**config.mk**
```make
export PLATFORM = sky130hd
export DESIGN_NAME = ifetch_queue_flat
export DESIGN_NICKNAME = d
export VERILOG_FILES = /design/src/rtl/ifetch_queue_if.sv /design/src/rtl/ifetch_queue.sv /design/src/flat_wrapper.sv
export SDC_FILE = /design/constraint.sdc
export NUM_CORES = 1
export LEC_CHECK = 0
export ABC_AREA = 1
export CAP_MARGIN = 10
export CORE_AREA = 8 8 197 199
export CTS_CLUSTER_DIAMETER = 30
export DETAILED_ROUTE_END_ITERATION = 12
export DIE_AREA = 0 0 205 207
export MAX_ROUTING_LAYER = met4
export PLACE_DENSITY = 0.75
export SLEW_MARGIN = 10
export SYNTH_ARGS = -nofsm -noshare
export SYNTH_HDL_FRONTEND = slang
export SYNTH_SLANG_ARGS = --single-unit
```
**constraint.sdc**
```tcl
create_clock -name clk -period 6.9 [get_ports clk]
set_input_delay 2.07 -clock clk [delete_from_list [all_inputs] [get_ports clk]]
set_output_delay 2.07 -clock clk [all_outputs]
set_load 0.005 [all_outputs]
```
**src/rtl/ifetch_queue_if.sv**
```systemverilog
// ifetch_queue_if: bundle of the fetch-unit signals between the core side
// (redirect/flush/hold, delivered instruction) and the instruction memory
// side (request, response, address decoder).
//
// Handshake rules:
//   - A fetch request transfers on a rising edge where mem_rd & mem_ready.
//   - mem_rd and mem_addr do not depend on mem_ready.
//   - Responses come back one per mem_rvalid cycle, in request order, no
//     earlier than the cycle after acceptance.
//   - An instruction is consumed on an edge where valid & !hold, unless the
//     same cycle carries flush or pc_we.
//
// Modports:
//   slave  - the fetch unit (drives mem_rd/mem_addr and the delivery side)
//   master - the environment (core + memory + decoder)
// dbg_state exposes the fetch FSM state (0 RUN, 1 DRAIN, 2 HALT).
interface ifetch_queue_if #(
    parameter int ADDR_W  = 32,
    parameter int INSTR_W = 32
);
    logic               pc_we;
    logic [ADDR_W-1:0]  pc_next;
    logic               flush;
    logic               hold;
    logic               mem_rd;
    logic [ADDR_W-1:0]  mem_addr;
    logic               mem_ready;
    logic               mem_rvalid;
    logic [INSTR_W-1:0] mem_rdata;
    logic               hit;
    logic [2:0]         did;
    logic [INSTR_W-1:0] instr;
    logic [ADDR_W-1:0]  pc_out;
    logic               valid;
    logic               fault;
    logic [1:0]         dbg_state;

    modport slave (
        input  pc_we, pc_next, flush, hold, mem_ready, mem_rvalid, mem_rdata,
               hit, did,
        output mem_rd, mem_addr, instr, pc_out, valid, fault, dbg_state
    );

    modport master (
        output pc_we, pc_next, flush, hold, mem_ready, mem_rvalid, mem_rdata,
               hit, did,
        input  mem_rd, mem_addr, instr, pc_out, valid, fault, dbg_state
    );
endinterface

```
**src/rtl/ifetch_queue.sv**
```systemverilog
// ifetch_queue: instruction-fetch unit with an in-order prefetch queue.
// Issues sequential fetches ahead of the consumer, buffers returned words in
// a DEPTH-entry FIFO and presents the head with valid/fault. Flush/redirect
// empty the queue and turn every in-flight request into one to be dropped.
// A fetch address the decoder does not map to ROM ends fetching with a single
// fault entry after the in-flight responses have been delivered.
//
// Ports:
//   clk  - clock, rising edge
//   rst  - synchronous active-high reset
//   bus  - ifetch_queue_if.slave (redirect/flush/hold, memory request and
//          response, decoder hit/did, delivered instr/pc_out/valid/fault,
//          dbg_state)
module ifetch_queue #(
    parameter int               ADDR_W   = 32,
    parameter int               INSTR_W  = 32,
    parameter int               DEPTH    = 4,
    parameter int               MAX_OUT  = 2,
    parameter logic [ADDR_W-1:0] RESET_PC = '0,
    parameter logic [2:0]       ROM_DID  = 3'd0
) (
    input  logic          clk,
    input  logic          rst,
    ifetch_queue_if.slave bus
);
    typedef enum logic [1:0] {
        ST_RUN   = 2'd0,
        ST_DRAIN = 2'd1,
        ST_HALT  = 2'd2
    } state_e;

    localparam int PTR_W = $clog2(DEPTH);
    // Two spare bits so count+out_cnt and out_cnt+drop_cnt never overflow.
    localparam int CNT_W = $clog2(DEPTH) + 2;
    localparam logic [ADDR_W-1:0] STEP      = ADDR_W'(INSTR_W / 8);
    localparam logic [CNT_W-1:0]  DEPTH_C   = CNT_W'(DEPTH);
    localparam logic [CNT_W-1:0]  MAX_OUT_C = CNT_W'(MAX_OUT);

    state_e             state_q, state_d;
    logic [ADDR_W-1:0]  fpc_q, fpc_d;
    logic [ADDR_W-1:0]  deliver_pc_q, deliver_pc_d;
    logic [ADDR_W-1:0]  push_pc_q, push_pc_d;
    logic [PTR_W-1:0]   rd_ptr_q, rd_ptr_d;
    logic [PTR_W-1:0]   wr_ptr_q, wr_ptr_d;
    logic [CNT_W-1:0]   count_q, count_d;
    logic [CNT_W-1:0]   out_cnt_q, out_cnt_d;
    logic [CNT_W-1:0]   drop_cnt_q, drop_cnt_d;
    logic [INSTR_W-1:0] q_instr_q [DEPTH];
    logic [INSTR_W-1:0] q_instr_d [DEPTH];
    logic [ADDR_W-1:0]  q_pc_q    [DEPTH];
    logic [ADDR_W-1:0]  q_pc_d    [DEPTH];
    logic               q_fault_q [DEPTH];
    logic               q_fault_d [DEPTH];

    logic ok;
    logic redirect;
    logic mem_rd;
    logic accept;
    logic rsp_drop;
    logic rsp_live;
    logic fault_push;
    logic data_push;
    logic valid;
    logic pop;

    // Handshake and bookkeeping strobes.
    always_comb begin
        ok       = bus.hit && (bus.did == ROM_DID);
        redirect = bus.pc_we || bus.flush;
        // Credit check: a queue slot is reserved for every live request, so
        // a returning response always has room.
        mem_rd   = !rst && (state_q == ST_RUN) && ok && !redirect &&
                   ((out_cnt_q + drop_cnt_q) < MAX_OUT_C) &&
                   ((count_q + out_cnt_q) < DEPTH_C);
        accept   = mem_rd && bus.mem_ready;
        // Stale responses are always older than live ones, so they are
        // consumed first.
        rsp_drop = bus.mem_rvalid && (drop_cnt_q != '0);
        rsp_live = bus.mem_rvalid && (drop_cnt_q == '0) && (out_cnt_q != '0);
        data_push  = rsp_live && !redirect;
        fault_push = (state_q == ST_DRAIN) && (out_cnt_q == '0) &&
                     (count_q < DEPTH_C) && !redirect;
        valid    = (count_q != '0);
        pop      = valid && !bus.hold && !redirect;
    end

    // Next-state logic for FSM, PCs, counters and queue storage.
    always_comb begin
        state_d      = state_q;
        fpc_d        = fpc_q;
        deliver_pc_d = deliver_pc_q;
        push_pc_d    = push_pc_q;
        rd_ptr_d     = rd_ptr_q;
        wr_ptr_d     = wr_ptr_q;
        q_instr_d    = q_instr_q;
        q_pc_d       = q_pc_q;
        q_fault_d    = q_fault_q;

        if (accept) begin
            fpc_d = fpc_q + STEP;
        end
        out_cnt_d  = out_cnt_q + CNT_W'(accept) - CNT_W'(rsp_live);
        drop_cnt_d = drop_cnt_q - CNT_W'(rsp_drop);

        if (data_push || fault_push) begin
            q_instr_d[wr_ptr_q] = fault_push ? '0 : bus.mem_rdata;
            q_pc_d[wr_ptr_q]    = fault_push ? fpc_q : push_pc_q;
            q_fault_d[wr_ptr_q] = fault_push;
            wr_ptr_d            = wr_ptr_q + PTR_W'(1);
            push_pc_d           = push_pc_q + STEP;
        end
        if (pop) begin
            rd_ptr_d     = rd_ptr_q + PTR_W'(1);
            deliver_pc_d = deliver_pc_q + STEP;
        end
        count_d = count_q + CNT_W'(data_push || fault_push) - CNT_W'(pop);

        case (state_q)
            ST_RUN:   if (!ok) state_d = ST_DRAIN;
            ST_DRAIN: if (fault_push) state_d = ST_HALT;
            ST_HALT:  state_d = ST_HALT;
            default:  state_d = ST_RUN;
        endcase

        // Redirect wins over everything above. A response arriving in this
        // cycle has already been subtracted from out_cnt_d/drop_cnt_d, so
        // only requests still in flight become drops.
        if (redirect) begin
            state_d    = ST_RUN;
            count_d    = '0;
            rd_ptr_d   = '0;
            wr_ptr_d   = '0;
            drop_cnt_d = drop_cnt_d + out_cnt_d;
            out_cnt_d  = '0;
            if (bus.pc_we) begin
                fpc_d        = bus.pc_next;
                deliver_pc_d = bus.pc_next;
                push_pc_d    = bus.pc_next;
            end else begin
                fpc_d        = deliver_pc_q;
                deliver_pc_d = deliver_pc_q;
                push_pc_d    = deliver_pc_q;
            end
        end
    end

    always_ff @(posedge clk) begin
        if (rst) begin
            state_q      <= ST_RUN;
            fpc_q        <= RESET_PC;
            deliver_pc_q <= RESET_PC;
            push_pc_q    <= RESET_PC;
            rd_ptr_q     <= '0;
            wr_ptr_q     <= '0;
            count_q      <= '0;
            out_cnt_q    <= '0;
            drop_cnt_q   <= '0;
        end else begin
            state_q      <= state_d;
            fpc_q        <= fpc_d;
            deliver_pc_q <= deliver_pc_d;
            push_pc_q    <= push_pc_d;
            rd_ptr_q     <= rd_ptr_d;
            wr_ptr_q     <= wr_ptr_d;
            count_q      <= count_d;
            out_cnt_q    <= out_cnt_d;
            drop_cnt_q   <= drop_cnt_d;
        end
    end

    // Queue storage needs no reset: entries are only visible while counted.
    always_ff @(posedge clk) begin
        q_instr_q <= q_instr_d;
        q_pc_q    <= q_pc_d;
        q_fault_q <= q_fault_d;
    end

    // With the queue empty, pc_out shows the PC that will be delivered next.
    always_comb begin
        bus.mem_rd    = mem_rd;
        bus.mem_addr  = fpc_q;
        bus.valid     = valid;
        bus.instr     = valid ? q_instr_q[rd_ptr_q] : '0;
        bus.pc_out    = valid ? q_pc_q[rd_ptr_q] : deliver_pc_q;
        bus.fault     = valid && q_fault_q[rd_ptr_q];
        bus.dbg_state = state_q;
    end
endmodule

```
**src/flat_wrapper.sv**
```systemverilog
// flat-port wrapper written by rule: the top's interface ports become plain ports
module ifetch_queue_flat 
#(
    parameter int               ADDR_W   = 32,
    parameter int               INSTR_W  = 32,
    parameter int               DEPTH    = 4,
    parameter int               MAX_OUT  = 2,
    parameter logic [ADDR_W-1:0] RESET_PC = '0,
    parameter logic [2:0]       ROM_DID  = 3'd0
)
  (clk, rst, bus_pc_we, bus_pc_next, bus_flush, bus_hold, bus_mem_ready, bus_mem_rvalid, bus_mem_rdata, bus_hit, bus_did, bus_mem_rd, bus_mem_addr, bus_instr, bus_pc_out, bus_valid, bus_fault, bus_dbg_state);
  ifetch_queue_if #(.ADDR_W(ADDR_W), .INSTR_W(INSTR_W)) bus_i ();
  input  logic clk;
  input  logic rst;
  input wire logic [$bits(bus_i.pc_we)-1:0] bus_pc_we;
  input wire logic [$bits(bus_i.pc_next)-1:0] bus_pc_next;
  input wire logic [$bits(bus_i.flush)-1:0] bus_flush;
  input wire logic [$bits(bus_i.hold)-1:0] bus_hold;
  input wire logic [$bits(bus_i.mem_ready)-1:0] bus_mem_ready;
  input wire logic [$bits(bus_i.mem_rvalid)-1:0] bus_mem_rvalid;
  input wire logic [$bits(bus_i.mem_rdata)-1:0] bus_mem_rdata;
  input wire logic [$bits(bus_i.hit)-1:0] bus_hit;
  input wire logic [$bits(bus_i.did)-1:0] bus_did;
  output wire logic [$bits(bus_i.mem_rd)-1:0] bus_mem_rd;
  output wire logic [$bits(bus_i.mem_addr)-1:0] bus_mem_addr;
  output wire logic [$bits(bus_i.instr)-1:0] bus_instr;
  output wire logic [$bits(bus_i.pc_out)-1:0] bus_pc_out;
  output wire logic [$bits(bus_i.valid)-1:0] bus_valid;
  output wire logic [$bits(bus_i.fault)-1:0] bus_fault;
  output wire logic [$bits(bus_i.dbg_state)-1:0] bus_dbg_state;
  assign bus_i.pc_we = bus_pc_we;
  assign bus_i.pc_next = bus_pc_next;
  assign bus_i.flush = bus_flush;
  assign bus_i.hold = bus_hold;
  assign bus_i.mem_ready = bus_mem_ready;
  assign bus_i.mem_rvalid = bus_mem_rvalid;
  assign bus_i.mem_rdata = bus_mem_rdata;
  assign bus_i.hit = bus_hit;
  assign bus_i.did = bus_did;
  assign bus_mem_rd = bus_i.mem_rd;
  assign bus_mem_addr = bus_i.mem_addr;
  assign bus_instr = bus_i.instr;
  assign bus_pc_out = bus_i.pc_out;
  assign bus_valid = bus_i.valid;
  assign bus_fault = bus_i.fault;
  assign bus_dbg_state = bus_i.dbg_state;
  ifetch_queue #(.ADDR_W(ADDR_W), .INSTR_W(INSTR_W), .DEPTH(DEPTH), .MAX_OUT(MAX_OUT), .RESET_PC(RESET_PC), .ROM_DID(ROM_DID)) u_core (.clk(clk), .rst(rst), .bus(bus_i));
endmodule
```
# Word level (Yosys, flattened, before mapping)
# Cells that the tools add are included.
[classes] magnitude_cmp=6 n_eq_ne=4 n_addsub=13 mux=31 bitwise=2 n_reduce_logical=35
[ops] op="$mux W32" n=16
[ops] op="$bwmux W128" n=2
[ops] op="$bmux W32 S2" n=2
[ops] op="$add A32 B3 Y32 const B" n=3
[ops] op="$demux W32 S2" n=1
[ops] op="$logic_and A1 B1 Y1" n=18
[ops] op="$add A4 B4 Y4" n=3
[ops] op="$reduce_bool A4 Y1" n=3
[ops] op="$sub A4 B1 Y4" n=3
[ops] op="$add A4 B1 Y4" n=2
[ops] op="$logic_not A4 Y1" n=2
[ops] op="$lt A4 B3 Y1 const B" n=2
[ops] op="$ge A3 B3 Y1 const B" n=2
[ops] op="$not A2 Y3" n=2
[ops] op="$pmux W2 S3" n=1
[ops] op="$reduce_bool A2 Y1" n=3
[ops] op="$add A2 B1 Y2 const B" n=2
[ops] op="$bwmux W4" n=1
[ops] op="$lt A4 B2 Y1 const B" n=1
[ops] op="$mux W2" n=2
[ops] op="$mux W4" n=1
[ops] op="$logic_not A1 Y1" n=3
[ops] op="$logic_not A3 Y1" n=1
[ops] op="$lt A3 B1 Y1 const B" n=1
[ops] op="11 further kinds" n=14
[word_totals] elab_cells=112 input_bits=75 reg_bits=374

# Depth between registers and ports, before layout
# Gate-level depths: netlist of the first run.
[logic_depth] depth_word=11 mapped_depth=23 ltp_nobuf=22

# Worst setup path before layout of the first run
# No wires, ideal clock.
[synth_path] path_kind="input -> register" startpoint="input bus_pc_we" endpoint="register u_core.q_fault_q[0] in the netlist's numbering (enable)" path_stages=6 path_buffers=1 t_arrival_ns=5.667 slack_ns=0.744 setup_time_ns=0.489 path_cell_list="buf_4 -> nor2_8 -> nand4_1 -> o21ai_1 -> inv_1 -> nor2_1"
[synth_between] elab_chain_len=4 word_cells_on_any_way=5 cone_classes="reduce/logical: 5"
[synth_rtl] element="from (decl)" line_no="flat_wrapper.sv:15" source="input wire logic [$bits(bus_i.pc_we)-1:0] bus_pc_we;"
[synth_rtl] element="$logic_or A1 B1 Y1 *" line_no="ifetch_queue.sv:69" source="redirect = bus.pc_we || bus.flush;"
[synth_rtl] element="$logic_not A1 Y1 *" line_no="ifetch_queue.sv:80, ifetch_queue.sv:82"
[synth_rtl] element="$logic_and A1 B1 Y1 (on tied branches)" line_no="ifetch_queue.sv:80, ifetch_queue.sv:82"
[synth_rtl] element="$logic_or A1 B1 Y1 *" line_no="ifetch_queue.sv:105" source="if (data_push || fault_push) begin"
[synth_rtl] element="to (signal assigned)" line_no="ifetch_queue.sv:175" source="q_fault_q <= q_fault_d;"
[synth_rtl] element="to (decl)" line_no="ifetch_queue.sv:52" source="logic q_fault_q [DEPTH];"
# Mark *: on every way between the ends. The rest lies on a longest branch, timed or not.
# A chain may end at the register's enable or synchronous reset.

# Final worst setup path of the first run
[layout_path] startpoint="input bus_flush" endpoint="output bus_mem_rd"
[layout_between] elab_chain_len=5
[layout_rtl] element="from (decl)" line_no="flat_wrapper.sv:17" source="input wire logic [$bits(bus_i.flush)-1:0] bus_flush;"
[layout_rtl] element="$logic_or A1 B1 Y1" line_no="ifetch_queue.sv:69"
[layout_rtl] element="$logic_not A1 Y1" line_no="ifetch_queue.sv:72" source="mem_rd = !rst && (state_q == ST_RUN) && ok && !redirect &&"
[layout_rtl] element="$logic_and A1 B1 Y1 (2 in a row)" line_no="ifetch_queue.sv:72"
[layout_rtl] element="$logic_and A1 B1 Y1" line_no="ifetch_queue.sv:73" source="((out_cnt_q + drop_cnt_q) < MAX_OUT_C) &&"
[layout_rtl] element="to (decl)" line_no="flat_wrapper.sv:24" source="output wire logic [$bits(bus_i.mem_rd)-1:0] bus_mem_rd;"
# Every way passes these cells.

==> results of run 1 <==
[cell type report]
cell class / instances / area [um2] / share of cell area
Tap cell: 468 / 586 / 0.0246
Inverter: 234 / 882 / 0.0370
Antenna cell: 1 / 2.50 / 0.000105
Clock inverter: 55 / 688 / 0.0289
Timing Repair Buffer: 196 / 1920 / 0.0807
Multi-Input combinational cell: 1674 / 7720 / 0.324
Clock buffer: 86 / 2000 / 0.0840
Sequential cell: 370 / 10000 / 0.421
[worst max-delay path: stages]
cell             delay, ns
clkdlybuf4s50_1       0.52
nor2_8                0.18
inv_4                 0.13
nor2_8                0.20
nand3_2               0.09
nor2_2                0.18
nand2_1               0.07
inv_1                 0.06
clkdlybuf4s50_1       0.49
[state kept, by name (all words and copies together), names as in the netlist]
register / cells
u_core.bus.mem_addr: 31
u_core.q_fault_q: 4
u_core.deliver_pc_q: 30
u_core.count_q: 4
u_core.push_pc_q: 31
u_core.bus.dbg_state: 2
u_core.rd_ptr_q: 2
u_core.wr_ptr_q: 2
u_core.out_cnt_q: 4
u_core.q_pc_q: 128
u_core.drop_cnt_q: 4
u_core.q_instr_q: 128
[where the power goes]
| group | total, W | internal [W] | switching, W | leakage [nW] |
|---|---|---|---|---|
| Sequential | 0.00254 | 0.00245 | 0.0000872 | 3.26 |
| Combinational | 0.000607 | 0.000238 | 0.000369 | 4.59 |
| Clock | 0.00379 | 0.00253 | 0.00126 | 1.29 |
[logic make-up after synthesis]
family,after synthesis,synth area share
and+or+nand+nor,1158,0.246
buffers and inverters,347,0.0705
AOI/OAI and AO/OA,466,0.126
DFF,370,0.526
xor gates and xnor gates,16,0.00736
adders and majority gates,34,0.0239
[stage by stage]
| stage | total power, W | setup WS [ns] | std cells | cell area, um2 |
|---|---|---|---|---|
| 6_report | 0.00694 | 0.835 | 3084 | 23800 |
| 5_1_grt | 0.00715 | 0.704 | 3083 | 23800 |
| 4_1_cts | 0.00696 | 0.804 | 3083 | 23800 |
| 3_5_place_dp | 0.00318 | 0.820 | 2942 | 21100 |
| 3_3_place_gp | 0.00316 | 0.844 | 2942 | 21100 |
| 2_1_floorplan | 0.00290 | 0.744 | 2391 | 19000 |
[final timing paths]
check | from | to | slack [ns] | cells past startpoint
worst max-delay path | bus_flush | bus_mem_rd | 0.83 | 9
worst min-delay path | u_core.deliver_pc_q[23] | u_core.deliver_pc_q[23] | 0.52 | 2
worst max register to register | u_core.count_q[3] | u_core.deliver_pc_q[22] | 3.12 | 12
worst min register to register | u_core.deliver_pc_q[23] | u_core.deliver_pc_q[23] | 0.52 | 2
[synth_stat cells (2+ instances only)]
library cell  instances  area share
o21ai_0             303       0.080
nand3b_1              3      0.0012
buf_4                 4      0.0016
a21oi_1             105       0.028
nand4_1              21      0.0069
buf_1                18      0.0035
or2_2                 8      0.0026
inv_1               230       0.045
o22ai_1              32       0.011
a31oi_1              12      0.0039
inv_2                 3     0.00059
o21bai_1              3      0.0012
xnor2_1               2     0.00092
clkbuf_1             78       0.015
dfxtp_1             110        0.12
o21ai_1               7      0.0018
nor2_1              503       0.099
nor2_8                2      0.0021
edfxtp_1            260        0.41
nand3_1             112       0.029
nor2_2                5      0.0016
nand3_2               2      0.0011
ha_1                 30       0.020
buf_2                12      0.0032
fa_1                  4      0.0042
nor3_1               27      0.0071
nand2_1             471       0.093
a211oi_1              3      0.0012
xor2_1               14      0.0064
[metal layers]
layer / part of all wire / track usage / wire (um) / vias up
met4: 0.027 / 0.0944 / 1670 / 0
met2: 0.48 / 0.454 / 29000 / 868
li1: - / - / - / 8268
met3: 0.087 / 0.0424 / 5280 / 118
met5: 0 / - / 0 / -
met1: 0.41 / 0.371 / 24700 / 8253
==> results.sh, run 1 <==
export IMPL_drtAntennaViolNets=0
export IMPL_grt_pass1_wl_mm=92.8
export IMPL_die_x_um=205
export IMPL_synth_seq_cells=370
export IMPL_holdWs_ns=0.524
export IMPL_drive_above_1_share=0.0707
export IMPL_grt_use_total=0.285
export IMPL_n_fill_cell=2930
export IMPL_final_util=0.663
export IMPL_gp_routability_congestion=0.946
export IMPL_status="completed"
export IMPL_async_reset_ff_frac=0
export IMPL_detail_route_wl_per_cell_um=19.7
export IMPL_viasPerCell=5.68
export IMPL_synth_cell_types=36
export IMPL_layout_nets=2662
export IMPL_wl_mm=60.7
export IMPL_grt_max_degree=84
export IMPL_fin_crit_sh=0.879
export IMPL_io_pins=176
export IMPL_cts_num_sinks=370
export IMPL_end_kind="output port"
export IMPL_dr_pass1_iters=5
export IMPL_cts_hold_buffers=0
export IMPL_hold_viol_final=0
export IMPL_skew_ns=0.0174
export IMPL_post_cts_setup_buffers=0
export IMPL_syn_cell_area_um2=19000
export IMPL_setup_viol=0
export IMPL_synth_fp_nets=2500
export IMPL_critPathMaxFanout=17
export IMPL_cts_resized=0
export IMPL_p_leak_nw=9.14
export IMPL_syn_area_per_cell_um2=7.96
export IMPL_route_vias_total=17500
export IMPL_grt_pass1_vias=16700
export IMPL_start_util=0.530
export IMPL_die_area_um2=42400
export IMPL_layout_commonest_cell="nor2_1"
export IMPL_h_tree_depth=3
export IMPL_cts_made_buffers=77
export IMPL_final_setup_tns_ns=0
export IMPL_synth_main_ff_cell="edfxtp_1"
export IMPL_netlist_instances=2391
export IMPL_root_buffer="clkbuf_16"
export IMPL_start_kind="primary input"
export IMPL_cp_data_required_time_ns=4.83
export IMPL_synth_edff_count=260
export IMPL_cts_tree="built"
export IMPL_drtIter0Drc=1717
export IMPL_cap_viol_max_count=0
export IMPL_clock_path_buffers=3
export IMPL_portBuffers=175
export IMPL_ir_drop_mv=0.201
export IMPL_maxSlewViolCount=0
export IMPL_fmaxAchievable_mhz=165
export IMPL_core_area_um2=35900
export IMPL_path_class="in2out"
export IMPL_clk_pin_slew_worst_paths_ns=0.04
export IMPL_power_density_nw_per_um2=291
export IMPL_drc=0
export IMPL_num_rows=70
export IMPL_final_cell_mix="nor2_1 (499), nand2_1 (471), o21ai_0 (303)"
export IMPL_grt_overflow=0
export IMPL_seq_area_frac_synth=0.526
export IMPL_hp_class="reg2reg"
export IMPL_fp_dieH_um=207
export IMPL_worst_pin_slew_ns=1.13
export IMPL_dp_hpwl_mm=40.5
export IMPL_arrival_ns=4.00
export IMPL_ys_warnings_count=0
export IMPL_antenna_found_initial=1
export IMPL_area_growth_pct=25.1
export IMPL_relSlewSlack=0.236
export IMPL_finalWorstPathRequiredPeriod_ns=6.07
export IMPL_insertion_delay_ns=0.59
export IMPL_rsz0062_at_grt="no"
Note: power is estimated with default switching activity, not from simulation.
==> run 2: changes to the inputs <==
--- a/config.mk
+++ b/config.mk
@@ -8,9 +8,11 @@
 export ABC_AREA = 1
 export CAP_MARGIN = 10
 export CORE_AREA = 8 8 197 199
+export CTS_BUF_LIST = sky130_fd_sc_hd__clkbuf_8 sky130_fd_sc_hd__clkbuf_16
 export CTS_CLUSTER_DIAMETER = 30
 export DETAILED_ROUTE_END_ITERATION = 12
 export DIE_AREA = 0 0 205 207
+export GPL_ROUTABILITY_DRIVEN = 0
 export MAX_ROUTING_LAYER = met4
 export PLACE_DENSITY = 0.75
 export SLEW_MARGIN = 10
==> results.sh, run 2 (same netlist as run 1, synthesis figures left out) <==
export IMPL_status="completed"
export IMPL_ir_drop_mv=0.246
export IMPL_grt_overflow=0
export IMPL_cts_hold_buffers=0
export IMPL_cp_data_required_time_ns=4.83
export IMPL_grt_pass1_wl_mm=92.3
export IMPL_final_cell_mix="nor2_1 (499), nand2_1 (471), o21ai_0 (303)"
export IMPL_fin_cells=3077
export IMPL_h_tree_depth=3
export IMPL_setup_viol=0
export IMPL_start_kind="primary input"
export IMPL_hp_class="reg2reg"
export IMPL_insertion_delay_ns=0.60
export IMPL_portBuffers=175
export IMPL_dp_hpwl_mm=39.9
export IMPL_path_class="in2out"
export IMPL_drc=0
export IMPL_die_area_um2=42400
export IMPL_cts_made_buffers=71
export IMPL_final_util=0.660
export IMPL_drtIter0Drc=2156
export IMPL_layout_nets=2658
export IMPL_viasPerCell=5.76
export IMPL_die_x_um=205
export IMPL_end_kind="output port"
export IMPL_hold_start="u_core.deliver_pc_q[20]"
export IMPL_cts_num_sinks=370
export IMPL_wl_mm=60.3
export IMPL_start_util=0.530
export IMPL_skew_ns=0.0233
export IMPL_core_area_um2=35900
export IMPL_clk_pin_slew_worst_paths_ns=0.05
export IMPL_grt_max_degree=111
export IMPL_crit_path_start="bus_flush"
export IMPL_cts_resized=0
export IMPL_n_fill_cell=2881
export IMPL_finalPower_w=0.00677
export IMPL_critPathMaxFanout=17
export IMPL_grt_pass1_vias=16900
export IMPL_reg2reg_from="u_core.out_cnt_q[1]"
export IMPL_placedCellCount=2944
export IMPL_cts_tree="built"
export IMPL_p_leak_nw=9.11
export IMPL_relSlewSlack=0.170
export IMPL_maxSlewViolCount=0
export IMPL_area_growth_pct=24.5
export IMPL_power_density_nw_per_um2=286
export IMPL_top_regs="u_core.q_instr_q: 128 flops, u_core.q_pc_q: 128 flops"
export IMPL_root_buffer="clkbuf_16"
export IMPL_num_rows=70
export IMPL_cap_viol_max_count=0
export IMPL_drtAntennaViolNets=0
export IMPL_final_setup_tns_ns=0
export IMPL_drive_above_1_share=0.0690
export IMPL_fmaxAchievable_mhz=165
export IMPL_fp_dieH_um=207
export IMPL_route_vias_total=17700
export IMPL_detail_route_wl_per_cell_um=19.6
export IMPL_dr_pass1_iters=8
export IMPL_clock_path_buffers=3
export IMPL_layout_commonest_cell="nor2_1"
export IMPL_antenna_found_initial=1
export IMPL_io_pins=176
export IMPL_hold_viol_final=0
export IMPL_rsz0062_at_grt="no"
export IMPL_fin_crit_sh=0.877
export IMPL_worst_pin_slew_ns=1.23
export IMPL_post_cts_setup_buffers=0
export IMPL_arrival_ns=3.98
export IMPL_grt_use_total=0.283
export IMPL_finalWorstPathRequiredPeriod_ns=6.05
==> run 2: changes by cell type in the layout (fill, tap and decap cells not counted), sizes merged <==
cell / change
clkinvlp: -4
inv: +12
bufinv: -2
clkbuf: -12
buf: +2
clkinv: -3
==> run 2: per-layer routing <==
metal  GRT usage  vias up  routed length [um]
met3      0.0499      171                6300
li1            -     8252                   -
met5           -        -                   0
met1       0.364     8250               23700
met4       0.120        0                2220
met2       0.438     1047               28100
==> run 2: layout make-up <==
| class | instances | area (um2) | area share |
|---|---|---|---|
| multi-input cells | 1674 | 7720 | 0.326 |
| clock inverters | 58 | 722 | 0.0305 |
| diodes | 1 | 2.50 | 0.000106 |
| flip-flops and latches | 370 | 10000 | 0.423 |
| inverters | 234 | 881 | 0.0372 |
| clock buffers | 74 | 1830 | 0.0772 |
| well taps | 468 | 586 | 0.0247 |
| repair buffers | 198 | 1940 | 0.0818 |
==> run 2: final timing paths <==
kind,to,slack (ns),depth (start not counted)
setup / recovery,bus_mem_rd,0.85,9
hold / removal,u_core.deliver_pc_q[20],0.52,2
setup reg to reg,u_core.drop_cnt_q[3],3.15,22
hold reg to reg,u_core.deliver_pc_q[20],0.52,2
==> run 2: metrics by stage <==
step	instance area, um2	worst slack [ns]	hold slack (ns)
2_1_floorplan	19000	0.744	0.475
3_3_place_gp	21100	0.864	0.496
3_5_place_dp	21100	0.857	0.500
4_1_cts	23700	0.846	0.510
5_1_grt	23700	0.716	0.552
6_report	23700	0.845	0.515
==> run 2: power by group <==
group          switching [W]  internal, W  total [W]
Combinational       0.000366     0.000236   0.000602
Clock                0.00130      0.00233    0.00362
Sequential         0.0000907      0.00245    0.00254
Total                0.00175      0.00502    0.00677
==> run 2: critical path: stages <==
cell and delay (ns):
clkdlybuf4s50_1 0.50, nor2_8 0.18, inv_4 0.13, nor2_8 0.19
nand3_2 0.09, nor2_2 0.19, nand2_1 0.08, inv_1 0.06
clkdlybuf4s50_1 0.49
==> run 3: changes to the inputs <==
--- a/config.mk
+++ b/config.mk
@@ -7,14 +7,16 @@
 export LEC_CHECK = 0
 export ABC_AREA = 1
 export CAP_MARGIN = 10
-export CORE_AREA = 8 8 197 199
+export CORE_AREA = 8 8 226 174
 export CTS_BUF_LIST = sky130_fd_sc_hd__clkbuf_8 sky130_fd_sc_hd__clkbuf_16
 export CTS_CLUSTER_DIAMETER = 30
 export DETAILED_ROUTE_END_ITERATION = 12
-export DIE_AREA = 0 0 205 207
+export DIE_AREA = 0 0 234 182
+export DONT_BUFFER_PORTS = 1
 export GPL_ROUTABILITY_DRIVEN = 0
 export MAX_ROUTING_LAYER = met4
-export PLACE_DENSITY = 0.75
+export PLACE_DENSITY = 0.69
+export REMOVE_ABC_BUFFERS = 1
 export SLEW_MARGIN = 10
 export SYNTH_ARGS = -nofsm -noshare
 export SYNTH_HDL_FRONTEND = slang
==> results.sh, run 3 (same netlist as run 1, synthesis figures left out) <==
export IMPL_status="completed"
export IMPL_grt_overflow=0
export IMPL_cts_num_sinks=370
export IMPL_worst_pin_slew_ns=1.09
export IMPL_drtIter0Drc=1942
export IMPL_portBuffers=0
export IMPL_maxSlewViolCount=0
export IMPL_preCtsSetupSlack_ns=1.52
export IMPL_die_area_um2=42600
export IMPL_critPathMaxFanout=53
export IMPL_path_class="reg2out"
export IMPL_antenna_found_initial=8
export IMPL_p_leak_nw=8.45
export IMPL_viasPerCell=5.70
export IMPL_dr_pass1_iters=7
export IMPL_die_x_um=234
export IMPL_ir_drop_mv=0.250
export IMPL_cts_made_buffers=72
export IMPL_grt_pass1_vias=14900
export IMPL_start_kind="register"
export IMPL_relSlewSlack=0.264
export IMPL_core_area_um2=35500
export IMPL_clock_path_buffers=3
export IMPL_drtAntennaViolNets=0
export IMPL_grt_max_degree=100
export IMPL_post_cts_setup_buffers=0
export IMPL_cts_tree="built"
export IMPL_layout_commonest_cell="nor2_1"
export IMPL_drc=0
export IMPL_root_buffer="clkbuf_16"
export IMPL_finalWorstPathRequiredPeriod_ns=5.10
export IMPL_skew_ns=0.0253
export IMPL_h_tree_depth=3
export IMPL_power_density_nw_per_um2=303
export IMPL_top_regs="u_core.q_instr_q: 128 flops, u_core.q_pc_q: 128 flops"
export IMPL_final_setup_tns_ns=0
export IMPL_arrival_ns=3.03
export IMPL_cts_hold_buffers=0
export IMPL_cp_data_required_time_ns=4.83
export IMPL_clk_pin_slew_worst_paths_ns=0.04
export IMPL_grt_pass1_wl_mm=86.4
export IMPL_route_vias_total=16500
export IMPL_dp_hpwl_mm=37.6
export IMPL_fin_crit_sh=0.738
export IMPL_setup_ws_ns=1.80
export IMPL_insertion_delay_ns=0.60
export IMPL_fmaxAchievable_mhz=196
export IMPL_area_growth_pct=15.1
export IMPL_num_rows=60
export IMPL_start_util=0.536
export IMPL_wl_mm=56.9
export IMPL_drive_above_1_share=0.0724
export IMPL_cts_resized=0
export IMPL_cap_viol_max_count=0
export IMPL_io_pins=176
export IMPL_final_cell_mix="nor2_1 (499), nand2_1 (471), o21ai_0 (303)"
export IMPL_layout_nets=2480
export IMPL_hp_class="reg2reg"
export IMPL_grt_use_total=0.268
export IMPL_detail_route_wl_per_cell_um=19.6
export IMPL_hold_viol_final=0
export IMPL_setup_viol=0
export IMPL_rsz0062_at_grt="no"
export IMPL_fp_dieH_um=182
export IMPL_end_kind="output port"
## run 3: cell types whose count changed in the layout (fill, tap and decap cells not counted), sizes merged
cell / change
clkdlybuf4s50: -175
diode: +8
inv: -8
clkbuf: +5
buf: -4
clkinv: +4
## run 3: area by class of cell
type,instances,area [um2]
fill,2997,13600
sequential,370,10000
multi-input combinational,1674,7720
clock buffer,79,1930
inverter,234,882
clock inverter,54,608
tap,465,582
timing repair buffer,19,143
antenna,9,22.5
## run 3: path summary, 6_finish.rpt
check / from / endpoint / slack (ns) / cells past startpoint
max: u_core.rd_ptr_q[0] / bus_pc_out[14] / 1.80 / 6
min: u_core.wr_ptr_q[0] / u_core.wr_ptr_q[0] / 0.51 / 2
max reg2reg: u_core.out_cnt_q[1] / u_core.drop_cnt_q[3] / 2.76 / 21
min reg2reg: u_core.wr_ptr_q[0] / u_core.wr_ptr_q[0] / 0.51 / 2
## run 3: metrics by stage
stage | utilization | total power, W | cells | hold slack [ns] | instance area (um2)
finish | 0.617 | 0.00664 | 2904 | 0.505 | 21900
global placement | 0.545 | 0.00304 | 2762 | 0.497 | 19300
global route | 0.617 | 0.00685 | 2903 | 0.535 | 21900
detailed placement | 0.545 | 0.00306 | 2762 | 0.499 | 19300
CTS | 0.616 | 0.00666 | 2895 | 0.505 | 21900
floorplan | - | 0.00289 | 2278 | 0.469 | 18600
## run 3: critical path, cell delays in order, from the launching register on
cell,delay [ns]
dfxtp_4,0.59
clkinv_2,0.66
buf_4,0.50
o21ai_0,0.22
o22ai_1,0.09
nand2_1,0.10
o21ai_0,0.24
## run 3: metal layers
layer  up-vias  GRT usage  routed length, um
met1      7681      0.364              24000
met5         -          -                  0
li1       7913          -                  -
met4         0     0.0993               1760
met2       830      0.389              25400
met3       120     0.0600               5640
## run 3: power breakdown
part | switching [W] | total [W] | internal, W | leakage (nW)
combinational | 0.000340 | 0.000491 | 0.000151 | 3.93
sequential | 0.0000901 | 0.00254 | 0.00245 | 3.26
clock | 0.00123 | 0.00361 | 0.00238 | 1.26
